**src/rtl/gray_decoder.sv**
```systemverilog
// Gray-to-binary decoder with step checking. Samples flow through two internal
// pipeline stages and a registered output stage; outputs appear two cycles after acceptance.
module gray_decoder #(
  parameter int N     = 4,
  parameter int CNT_W = 8
) (
  input  logic             clk,
  input  logic             rst,
  input  logic             in_valid,
  input  logic [N-1:0]     gray_in,
  input  logic             clr_err,
  output logic             out_valid,
  output logic [N-1:0]     bin_out,
  output logic [N-1:0]     delta,
  output logic             hold,
  output logic             step_err,
  output logic [CNT_W-1:0] err_count
);

  localparam int HW = $clog2(N + 1);

  function automatic logic [HW-1:0] popcount(input logic [N-1:0] v);
    logic [HW-1:0] cnt;
    cnt = '0;
    for (int i = 0; i < N; i++) cnt = cnt + HW'(v[i]);
    return cnt;
  endfunction

  function automatic logic [N-1:0] gray2bin(input logic [N-1:0] g);
    logic [N-1:0] b;
    b[N-1] = g[N-1];
    for (int i = N - 2; i >= 0; i--) b[i] = b[i+1] ^ g[i];
    return b;
  endfunction

  // Stage 1: captured sample, distance to the last accepted sample
  logic          s1_valid_q;
  logic [N-1:0]  s1_gray_q;
  logic [HW-1:0] s1_hd_q;
  logic          s1_first_q;
  logic [N-1:0]  prev_gray_q;
  logic          have_prev_q;

  // Stage 2: decoded value
  logic          s2_valid_q;
  logic [N-1:0]  s2_bin_q;
  logic [HW-1:0] s2_hd_q;
  logic          s2_first_q;

  // Output stage
  logic             out_valid_q, out_valid_d;
  logic [N-1:0]     bin_q, bin_d;
  logic [N-1:0]     delta_q, delta_d;
  logic             hold_q, hold_d;
  logic             step_err_q, step_err_d;
  logic [CNT_W-1:0] err_cnt_q, err_cnt_d;
  logic [N-1:0]     prev_bin_q, prev_bin_d;

  always_comb begin
    out_valid_d = s2_valid_q;
    bin_d       = bin_q;
    delta_d     = delta_q;
    hold_d      = 1'b0;
    step_err_d  = 1'b0;
    prev_bin_d  = prev_bin_q;
    err_cnt_d   = err_cnt_q;
    if (s2_valid_q) begin
      bin_d      = s2_bin_q;
      prev_bin_d = s2_bin_q;
      delta_d    = s2_first_q ? '0 : (s2_bin_q - prev_bin_q);
      hold_d     = !s2_first_q && (s2_hd_q == '0);
      step_err_d = !s2_first_q && (s2_hd_q >= HW'(2));
    end
    // Clear takes priority over a coincident increment
    if (clr_err) err_cnt_d = '0;
    else if (step_err_d && (err_cnt_q != '1)) err_cnt_d = err_cnt_q + CNT_W'(1);
  end

  always_ff @(posedge clk or posedge rst) begin
    if (rst) begin
      s1_valid_q  <= 1'b0;
      s1_gray_q   <= '0;
      s1_hd_q     <= '0;
      s1_first_q  <= 1'b0;
      prev_gray_q <= '0;
      have_prev_q <= 1'b0;
      s2_valid_q  <= 1'b0;
      s2_bin_q    <= '0;
      s2_hd_q     <= '0;
      s2_first_q  <= 1'b0;
      out_valid_q <= 1'b0;
      bin_q       <= '0;
      delta_q     <= '0;
      hold_q      <= 1'b0;
      step_err_q  <= 1'b0;
      err_cnt_q   <= '0;
      prev_bin_q  <= '0;
    end else begin
      s1_valid_q <= in_valid;
      if (in_valid) begin
        s1_gray_q   <= gray_in;
        s1_hd_q     <= popcount(gray_in ^ prev_gray_q);
        s1_first_q  <= !have_prev_q;
        prev_gray_q <= gray_in;
        have_prev_q <= 1'b1;
      end
      s2_valid_q <= s1_valid_q;
      if (s1_valid_q) begin
        s2_bin_q   <= gray2bin(s1_gray_q);
        s2_hd_q    <= s1_hd_q;
        s2_first_q <= s1_first_q;
      end
      out_valid_q <= out_valid_d;
      bin_q       <= bin_d;
      delta_q     <= delta_d;
      hold_q      <= hold_d;
      step_err_q  <= step_err_d;
      err_cnt_q   <= err_cnt_d;
      prev_bin_q  <= prev_bin_d;
    end
  end

  assign out_valid = out_valid_q;
  assign bin_out   = bin_q;
  assign delta     = delta_q;
  assign hold      = hold_q;
  assign step_err  = step_err_q;
  assign err_count = err_cnt_q;

endmodule

```
**config.mk**
```make
export PLATFORM = sky130hd
export DESIGN_NAME = gray_decoder
export DESIGN_NICKNAME = d
export VERILOG_FILES = /design/src/rtl/gray_decoder.sv
export SDC_FILE = /design/constraint.sdc
export NUM_CORES = 1
export LEC_CHECK = 0
export CAP_MARGIN = 5
export CORE_MARGIN = 2
export CORE_UTILIZATION = 40
export CTS_CLUSTER_DIAMETER = 40
export DETAILED_ROUTE_END_ITERATION = 12
export PLACE_DENSITY_LB_ADDON = 0.05
export SLEW_MARGIN = 10
export SYNTH_ARGS = -nofsm -noshare
export SYNTH_HDL_FRONTEND = slang
export SYNTH_SLANG_ARGS = --single-unit
```
**constraint.sdc**
```tcl
create_clock -name clk -period 2.1 [get_ports clk]
set_input_delay 0.42 -clock clk [delete_from_list [all_inputs] [get_ports clk]]
set_output_delay 0.42 -clock clk [all_outputs]
set_load 0.01 [all_outputs]
```
### After elaboration in Yosys (flattened, before gate mapping)

Cells that the tools add are included.

* bits in registers: 38
* bits of input ports: 8
* output and inout port bits: 19

* add/subtract/negate cells: 5
* order comparisons: 1
* eq/ne operators: 1
* multiplexer cells: 5
* bitwise operators: 4
* reduce and logical (&&, ||, !) cells: 7

Operators by type and width (count)
* $mux W8: 2
* $add A8 B1 Y8 const B: 1
* $ne A8 B8 Y1 const B: 1
* $mux W4: 1
* $sub A4 B4 Y4: 1
* $xor A4 B4 Y4: 1
* $add A2 B1 Y3: 1
* $add A3 B1 Y3: 1
* $ge A3 B2 Y1 const B: 1
* $logic_and A1 B1 Y1: 3
* $logic_not A3 Y1: 1
* $xor A1 B1 Y1: 3
* $add A1 B1 Y2: 1
* $logic_not A1 Y1: 2
* $mux W1: 2
* $reduce_bool A2 Y1: 1

### Logic depth before layout (Yosys ltp)

* word-level depth: 6
* depth in mapped cells: 6
* mapped depth without buffers: 6

### Worst setup path after synthesis

Ideal clock, no wire load.

* path type: input port to flip-flop
* start point: input port gray_in[0]
* end point: register s1_hd_q[1]
* setup time: 0.125 ns
* data arrival time: 1.742 ns
* path slack: 0.233 ns
* stages on the path: 5
* path buffers: 0
* cell sequence: xor2_1 > fa_1 > ha_1 > ha_1 > mux2_2

* longest elaborated chain between the ends: 4

Ends and longest elaborated chain
* start: declaration: RTL line 10 `input logic [N-1:0] gray_in,`
* $xor A4 B4 Y4: RTL line 102 `s1_hd_q <= popcount(gray_in ^ prev_gray_q);`
* $add A1 B1 Y2: RTL line 25 `for (int i = 0; i < N; i++) cnt = cnt + HW'(v[i]);`
* $add A2 B1 Y3: RTL line 25
* $add A3 B1 Y3: RTL line 25
* end signal: assignment: RTL line 102
* end: declaration: RTL line 39 `logic [HW-1:0] s1_hd_q;`

Every way passes these cells.
A chain may end at the register's enable or synchronous reset.

### Worst setup path after layout

* start point: input port gray_in[1]
* end point: register s1_hd_q[1]

The elaborated chain is that of the path after synthesis.

==> metrics <==
global-route wire length before repair=5310 microns; Yosys warning total=0; total gr overflow=0; GRT Total Usage=0.139; CP max FO=2; worst setup margin=0.00479 ns; CTS Buf Count=5; Hold-fix buffers, CTS=0; most frequent cells in the layout=dfrtp_1 (38), clkdlybuf4s50_1 (24), mux2_2 (15), inv_1 (11); mean post-synth cell area=12.1 sq um; most common cell after layout, fill and taps aside=dfrtp_1; latest clock arrival within the worst-skew pair=0.29 ns; Ant. Diodes=0; min cycle time layout=2.10 ns; Synth area leaders=dfrtp_1 (55%), mux2_2 (9.9%), ha_1 (4.4%), xnor2_1 (2.6%), xor2_1 (2.6%); WL/cell=13.7 microns; worst-path cell chain=clkdlybuf4s50_1 > xor2_2 > fa_1 > ha_2 > ha_1 > mux2_2; slew margin rel.=0.681; crit path capture type=flip-flop; Seq/Total Area, Yosys=0.555; R2R depth=5; delay of the slowest cell on the worst path=0.51 ns; largest net degree at the start of global routing=39; Hold Crit Class=flip-flop to flip-flop; slowest CP cell=clkdlybuf4s50_1; Initial Utilization=0.422; Worst Path Class, Setup=primary input to flip-flop; Post-Synthesis Cells=142; Power Density=1100 nW/um^2; PortBufs=26; clk slew on worst S/H paths=0.07 ns; #FFs+latches synth=38; Hold EP=hold; Final setup viols=0; CTS Root Cell=clkbuf_8; IO Pins=27; r2r endpoint=s1_hd_q[1]; First DRT Iteration DRCs=31; nets@finish=187; period utilisation layout=0.998; Die Area=4820 sq um; achievable frequency=477 MHz; clock sinks=38; via count=1,126; drt first pass iters=5; CTS tree=yes; P_leak=0.959 nW; core area=4060 sq um; worst path arrival time=2.27 ns; status=finished clean; CP Data Required Time=2.27 ns; worst slew pin tran=0.476 ns; skew final=0.00287 ns; final count of pins violating max slew=0; Post-Syn Nets=158; number of H-tree levels=2; antenna viol nets, final=0; initial antenna violation count=0; Mapped Area=1710 sq um; ratio of cells with drive above 1 in the final layout=0.192; clock buffer depth=2; Placer Congestion=0.759; vias in the first global route=1,136; final wirelength=3040 microns; hold depth=1; Syn-to-layout area delta=27.8%; worst vdd ir=0.486 mV; post-synth top area share=0.555; vias per inst=5.07; Overall Power=2.41 mW; # DRC=0; row cnt=23; crit start category=primary input; die height=69.5 microns; Netlist cell types=31; hpwl dp=2150 microns; Max Cap Violations=0; Die W=69.5 microns; HP Start=s2_hd_q[0]; Worst R2R Setup Slack=0.08 ns; Yosys top cell by area=dfrtp_1; RR Startpoint=prev_gray_q[3]; Hold Vio Cnt, Final=0; Setup Slack @ Placement=-0.340 ns; postcts setup bufs=0
-- cell families after synthesis --
kind of cell	share of synthesized area
XOR/XNOR	0.0511
multiplexers	0.110
adder cells (fa/ha/maj)	0.0672
AO/OA/AOI/OAI	0.0796
flip-flops	0.555
AND/OR/NAND/NOR	0.0978
buffers and inverters	0.0394
-- cells in the mapped netlist --
master,n
nand4_2,1
and2b_2,1
nor4_1,1
buf_1,1
nor2b_1,2
or2_2,2
ha_1,6
mux2i_1,2
o211ai_2,1
mux2_2,15
or4_1,2
xor2_1,5
nor3_1,2
nand2_1,5
nand2b_1,1
or3_1,3
nand3_1,4
buf_6,1
o22ai_1,2
xnor2_1,5
o21ai_0,6
inv_1,11
dfrtp_1,38
clkbuf_1,3
nor2_1,7
o32ai_1,1
fa_1,2
a211oi_1,1
a21oi_1,7
o31ai_1,2
o21a_1,2
-- sequential cells by signal, indices dropped and copies added, names as in the netlist --
signal and count:
s1_valid_q 1, s2_hd_q 3, out_valid 1, hold 1
delta 4, step_err 1, err_count 8, have_prev_q 1
out_valid_d 1, s1_first_q 1, s2_first_q 1, s2_bin_q 4
prev_bin_q 4, s1_hd_q 3, prev_gray_q 4
-- where the power goes --
part           internal [mW]  switching [mW]
Combinational          0.364           0.278
Sequential             0.887           0.112
Clock                  0.507           0.259
-- worst max-delay path by stage --
stage	endpoint	startpoint	slack, ns
after CTS	s1_hd_q[1]	gray_in[1]	0.001
after detailed placement	s1_hd_q[1]	gray_in[3]	-0.34
final	s1_hd_q[1]	gray_in[1]	0.005
after global routing	s1_hd_q[1]	gray_in[1]	-0.002
after global placement	s1_hd_q[1]	gray_in[1]	-0.30
after floorplan	s1_hd_q[1]	gray_in[0]	0.23
-- worst max-delay path: cells and delay by family --
kind	cells	cell delay [ns]
adder cells (fa/ha/maj)	3	0.93
multiplexers	1	0.26
XOR/XNOR	1	0.15
buffers and inverters	1	0.51
-- final cells by class --
type,instances,area (sq um)
clock buffer,6,82.6
clock inverter,2,60.1
fill,368,1870
inverter,11,41.3
multi-input combinational,88,721
sequential,38,951
tap,50,62.6
timing repair buffer,27,273
-- metal layers --
layer  up-vias  wire [microns]  global-route usage
li1        544               -                   -
met1       545            1420               0.184
met2        33            1470               0.217
met3         4             136              0.0480
met4         0              24              0.0392
met5         -               0                   0
-- repair_timing --
| item | in CTS | in global routing |
|---|---|---|
| cloned | 0 | 0 |
| pin swaps | 1 | 1 |
| setup endpoints to repair | 1 | 1 |
| resized for setup | 2 | 4 |
-- through the flow --
stage	util	setup TNS [ns]	cell area [sq um]	std cells	hold slack [ns]
after global routing	0.540	-0.00238	2190	222	0.480
after CTS	0.535	0	2170	222	0.451
final	0.540	0	2190	222	0.450
after floorplan	-	0	1710	142	0.352
after global placement	0.497	-0.651	2020	214	0.432
after detailed placement	0.497	-0.760	2020	214	0.442
Power figures use the tool's default switching activity.
